`src/rtl/contador_bcd_param_if.sv`:
```
// Bus bundle for contador_bcd_param: step/load controls in, BCD count and wrap flags out.
// DIGITS must match the counter instance it connects to.
interface contador_bcd_param_if #(
    parameter int DIGITS = 2
);
    logic                  i_enable;
    logic                  i_down;
    logic                  i_load;
    logic [4*DIGITS-1:0]   i_preset;
    logic [4*DIGITS-1:0]   o_q;
    logic                  o_carry;
    logic                  o_tc;

    modport master (
        output i_enable, i_down, i_load, i_preset,
        input  o_q, o_carry, o_tc
    );

    modport slave (
        input  i_enable, i_down, i_load, i_preset,
        output o_q, o_carry, o_tc
    );
endinterface

```
`src/rtl/contador_bcd_param.sv`:
```
// Synchronous multi-digit BCD counter, per-digit modulus; down counting only with CONTADOR_BCD_DOWN_EN.
// q/carry 1-cycle latency, tc combinational; no backpressure, a tick is consumed on every enabled edge.
module contador_bcd_param #(
    parameter int                  DIGITS = 2,
    parameter logic [4*DIGITS-1:0] MODULI = 8'h6A
) (
    input  logic                 i_clk,
    input  logic                 i_clear,
    contador_bcd_param_if.slave  bus
);
    localparam int W = 4 * DIGITS;

    logic [W-1:0]    r_q;
    logic            r_carry;

    logic [DIGITS:0] w_up_c;
    logic [W-1:0]    w_up_q;
    logic [W-1:0]    w_load_q;
    logic [W-1:0]    w_next_q;
    logic            w_wrap;
`ifdef CONTADOR_BCD_DOWN_EN
    logic [DIGITS:0] w_dn_c;
    logic [W-1:0]    w_dn_q;
    logic            w_down;
`endif

    // w_up_c[i] means every digit below i is at its max, so digit i steps this edge
    assign w_up_c[0] = 1'b1;
`ifdef CONTADOR_BCD_DOWN_EN
    assign w_dn_c[0] = 1'b1;
`endif

    for (genvar g = 0; g < DIGITS; g++) begin : g_digit
        localparam logic [3:0] MOD = MODULI[4*g +: 4];

        if (MOD < 4'd2 || MOD > 4'd10) begin : g_bad_modulus
            $error("contador_bcd_param: digit %0d modulus %0d outside 2..10", g, MOD);
        end

        logic [3:0] w_d;
        logic [3:0] w_p;
        logic       w_at_max;

        assign w_d      = r_q[4*g +: 4];
        assign w_p      = bus.i_preset[4*g +: 4];
        assign w_at_max = (w_d == MOD - 4'd1);

        assign w_up_c[g+1]       = w_up_c[g] && w_at_max;
        assign w_up_q[4*g +: 4]  = !w_up_c[g] ? w_d : (w_at_max ? 4'd0 : w_d + 4'd1);
        assign w_load_q[4*g +: 4] = (w_p < MOD) ? w_p : 4'd0;

`ifdef CONTADOR_BCD_DOWN_EN
        logic w_at_zero;
        assign w_at_zero         = (w_d == 4'd0);
        assign w_dn_c[g+1]       = w_dn_c[g] && w_at_zero;
        assign w_dn_q[4*g +: 4]  = !w_dn_c[g] ? w_d : (w_at_zero ? MOD - 4'd1 : w_d - 4'd1);
`endif
    end

`ifdef CONTADOR_BCD_DOWN_EN
    assign w_down   = bus.i_down;
    assign w_next_q = w_down ? w_dn_q : w_up_q;
    assign w_wrap   = w_down ? w_dn_c[DIGITS] : w_up_c[DIGITS];
`else
    // Direction input is kept on the interface but has no effect in an up-only build
    logic w_unused_down;
    assign w_unused_down = bus.i_down;
    assign w_next_q      = w_up_q;
    assign w_wrap        = w_up_c[DIGITS];
`endif

    always_ff @(posedge i_clk) begin
        if (i_clear) begin
            r_q     <= '0;
            r_carry <= 1'b0;
        end else if (bus.i_load) begin
            r_q     <= w_load_q;
            r_carry <= 1'b0;
        end else if (bus.i_enable) begin
            r_q     <= w_next_q;
            r_carry <= w_wrap;
        end else begin
            r_carry <= 1'b0;
        end
    end

    assign bus.o_q     = r_q;
    assign bus.o_carry = r_carry;
    assign bus.o_tc    = w_wrap;
endmodule

```
`src/flat_wrapper.sv`:
```
// flat-port wrapper written by rule: the top's interface ports become plain ports
module contador_bcd_param_flat 
#(
    parameter int                  DIGITS = 2,
    parameter logic [4*DIGITS-1:0] MODULI = 8'h6A
)
  (i_clk, i_clear, bus_i_enable, bus_i_down, bus_i_load, bus_i_preset, bus_o_q, bus_o_carry, bus_o_tc);
  contador_bcd_param_if #(.DIGITS(DIGITS)) bus_i ();
  input  logic i_clk;
  input  logic i_clear;
  input wire logic [$bits(bus_i.i_enable)-1:0] bus_i_enable;
  input wire logic [$bits(bus_i.i_down)-1:0] bus_i_down;
  input wire logic [$bits(bus_i.i_load)-1:0] bus_i_load;
  input wire logic [$bits(bus_i.i_preset)-1:0] bus_i_preset;
  output wire logic [$bits(bus_i.o_q)-1:0] bus_o_q;
  output wire logic [$bits(bus_i.o_carry)-1:0] bus_o_carry;
  output wire logic [$bits(bus_i.o_tc)-1:0] bus_o_tc;
  assign bus_i.i_enable = bus_i_enable;
  assign bus_i.i_down = bus_i_down;
  assign bus_i.i_load = bus_i_load;
  assign bus_i.i_preset = bus_i_preset;
  assign bus_o_q = bus_i.o_q;
  assign bus_o_carry = bus_i.o_carry;
  assign bus_o_tc = bus_i.o_tc;
  contador_bcd_param #(.DIGITS(DIGITS), .MODULI(MODULI)) u_core (.i_clk(i_clk), .i_clear(i_clear), .bus(bus_i));
endmodule
```
`config.mk`:
```
export PLATFORM = sky130hd
export DESIGN_NAME = contador_bcd_param_flat
export DESIGN_NICKNAME = d
export VERILOG_FILES = /design/src/rtl/contador_bcd_param_if.sv /design/src/rtl/contador_bcd_param.sv /design/src/flat_wrapper.sv
export SDC_FILE = /design/constraint.sdc
export NUM_CORES = 1
export LEC_CHECK = 0
export ABC_AREA = 1
export BUFFER_PORTS_ARGS = -buffer_cell sky130_fd_sc_hd__buf_4
export CORE_MARGIN = 4
export CORE_UTILIZATION = 46
export DETAILED_ROUTE_END_ITERATION = 12
export GPL_TIMING_DRIVEN = 0
export PLACE_DENSITY = 0.76
export SLEW_MARGIN = 20
export SYNTH_ARGS = -nofsm -noshare
export SYNTH_HDL_FRONTEND = slang
export SYNTH_SLANG_ARGS = --single-unit
```
`constraint.sdc`:
```
create_clock -name i_clk -period 1.4 [get_ports i_clk]
set_input_delay 0.07 -clock i_clk [delete_from_list [all_inputs] [get_ports i_clk]]
set_output_delay 0.07 -clock i_clk [all_outputs]
set_load 0.02 [all_outputs]
```
==> results.cfg <==
[synthesis]
synth_top_family_by_area = simple AND/OR/NAND/NOR gates
yosysWarnings = 0
synthSimpleGateAreaFrac = 0.485
synthMuxAreaShare = 0
synth_xor_area_frac = 0
yosysTopAreaCell = dfxtp_1
synthTopCellsByArea = dfxtp_1 30%, nand3_1 14%, nand2_1 12%
synth-compound-area-share = 0.0969
synth_fp_nets = 106
yosys.area_share.adder = 0
syn_area_per_cell_sq_um = 6.53
synth_area_sq_um = 607
synth_cell_types = 20
ys_ff_latch = 9
seq_area_frac_synth = 0.297
synth_top_area_share = 0.297
syn-instance-count = 93

[flow_run]
drv_cap = 0

[global_route]
grt_overflow = 0
grtUsageTotal = 0.170
grt_max_degree = 11
grt_pass1_wl_um = 2390
first_global_vias = 607
grtUsageMet1 = 0.201
use_met3 = 0.0528
use_met2 = 0.247
grt_busiest_layer = met2
antenna_found_initial = 0

[power]
pwr_density_cell_nw_per_um2 = 811
irDropWorstVdd_mv = 0.508
p_leak_uw = 0.000395
power_uw = 662

[route]
drtIter0Drc = 23
via_per_inst = 5.19
num_vias = 685
ant_nets = 0
drt_pass1_iterations = 4
wl_um = 1560
post_drt_wl_per_cell_um = 11.8
drc = 0

[timing]
relSlewSlack = 0.811
period_needed_ns = 1.32
tightest_slew_ns = 0.284
final_hold_viol_count = 0
timing.final.ws_setup_ns = 0.0822
fmax_mhz = 759
finalSetupViolations = 0
fin_skew_ns = 0.000392
maxSlewViolCount = 0
period_share = 0.941

[placed_design]
port_buffers = 20
place_ws_ns = 0.259
hpwlAfterDp_um = 1150
globalplace.congestion = 0.804

[clocking]
htree_levels = 1
post-cts-setup-buffer-count = 0
cts_tree = yes
clock_path_buffers = 2
cts.sinks = 9
cts_buffers = 3
clockRootBuffer = clkbuf_4
clk_pin_slew_worst_paths_ns = 0.06
worst_skew_pair.late_latency_ns = 0.26

[worst_setup_path]
start_kind = register
worstPathRequired_ns = 1.33
timing.rr.end = u_core.bus.o_q[4]
cp.arrival_ns = 1.25
critPathCaptureType = output pin
path_max_fanout = 6
regToRegSetupSlack_ns = 0.24
r2r_start = u_core.bus.o_q[0]
r2r_cells = 7
criticalPathCategory = reg2out

[floorplan]
num_rows = 12
start_util = 0.518
die_h_um = 44.3
boundaryPins = 23
die-area_sq_um = 1960
coreArea_sq_um = 1170
die_w_um = 44.3

[hold_path]
hp-class = in2reg
min_delay_worst_endpoint = u_core.bus.o_q[0]
min_from = bus_i_preset[0]
hold_depth = 3

[status]
status = complete, no violations

[final_layout]
fin_util = 0.697
final_cell_mix = 20 x nand2_1, 20 x buf_4, 16 x nand3_1, 10 x inv_1
area_delta_synth_final_pct = 34.4
final_nets = 132
drive_gt1_frac = 0.305
n_antenna_cell = 0
nFillCells = 107
[synth_stat cells, drive strengths merged]
| master | count |
|---|---|
| a31oi | 2 |
| clkinv | 2 |
| o2111ai | 1 |
| a21oi | 3 |
| inv | 11 |
| nor3 | 1 |
| o21ai | 3 |
| nand4 | 5 |
| nand2 | 24 |
| buf | 2 |
| nand3 | 17 |
| a21boi | 1 |
| nor2 | 12 |
| dfxtp | 9 |
[how the worst max path moves through the flow]
stage,from,end,slack (ns)
final,u_core.bus.o_q[0],bus_o_tc,0.08
after global placement,u_core.bus.o_q[0],u_core.bus.o_q[4],0.29
after global routing,u_core.bus.o_q[4],bus_o_tc,-0.03
after floorplan,u_core.bus.o_q[0],u_core.bus.o_q[4],0.23
after detailed placement,u_core.bus.o_q[0],u_core.bus.o_q[4],0.26
after CTS,u_core.bus.o_q[0],bus_o_tc,0.08
[power by group]
| group | switching [uW] | total, uW | internal, uW |
|---|---|---|---|
| clock network | 101 | 211 | 110 |
| logic | 91.2 | 163 | 71.3 |
| registers | 18.8 | 288 | 269 |
[cell type report]
cell class,instances,area [sq um],area share
clock buffer,4,26.3,0.0322
timing repair buffer,21,160,0.196
buffer,2,22.5,0.0276
inverter,13,51.3,0.0629
sequential,9,180,0.221
multi-input combinational,69,358,0.439
tap,14,17.5,0.0215
[state kept, by name, indices dropped and copies added (netlist names)]
signal and count:
u_core.bus.o_q 8, u_core.bus.o_carry 1
[worst max-delay path: stages, from the launching register on]
cell,delay (ns)
dfxtp_1,0.44
inv_2,0.09
nor2_4,0.12
nand2_4,0.08
nor2_1,0.10
buf_4,0.14
[routing by layer]
| metal | vias to the layer above | wire [um] |
|---|---|---|
| li1 | 360 | - |
| met1 | 294 | 712 |
| met2 | 27 | 693 |
| met3 | 4 | 118 |
| met4 | 0 | 38 |
| met5 | - | 0 |
[cells by family after synthesis]
kind of cell / count (synthesis)
buffers and inverters: 15
AO/OA/AOI/OAI: 10
AND/OR/NAND/NOR: 59
flip-flops: 9
[through the flow]
step	hold WS [ns]	instance area, sq um	TNS, ns	cells
floorplan	0.139	607	0	93
global placement	0.273	774	0	127
detailed placement	0.270	774	0	127
CTS	0.0819	811	0	132
global route	0.105	816	-0.0327	132
finish	0.0920	816	0	132
[repair_timing]
action / CTS / global route
setup endpoints to repair: 0 / 1
resized for setup: 0 / 1
endpoints found under the hold margin: 3 / 0
hold buffers: 1 / 0
(Power assumes the default switching activity.)
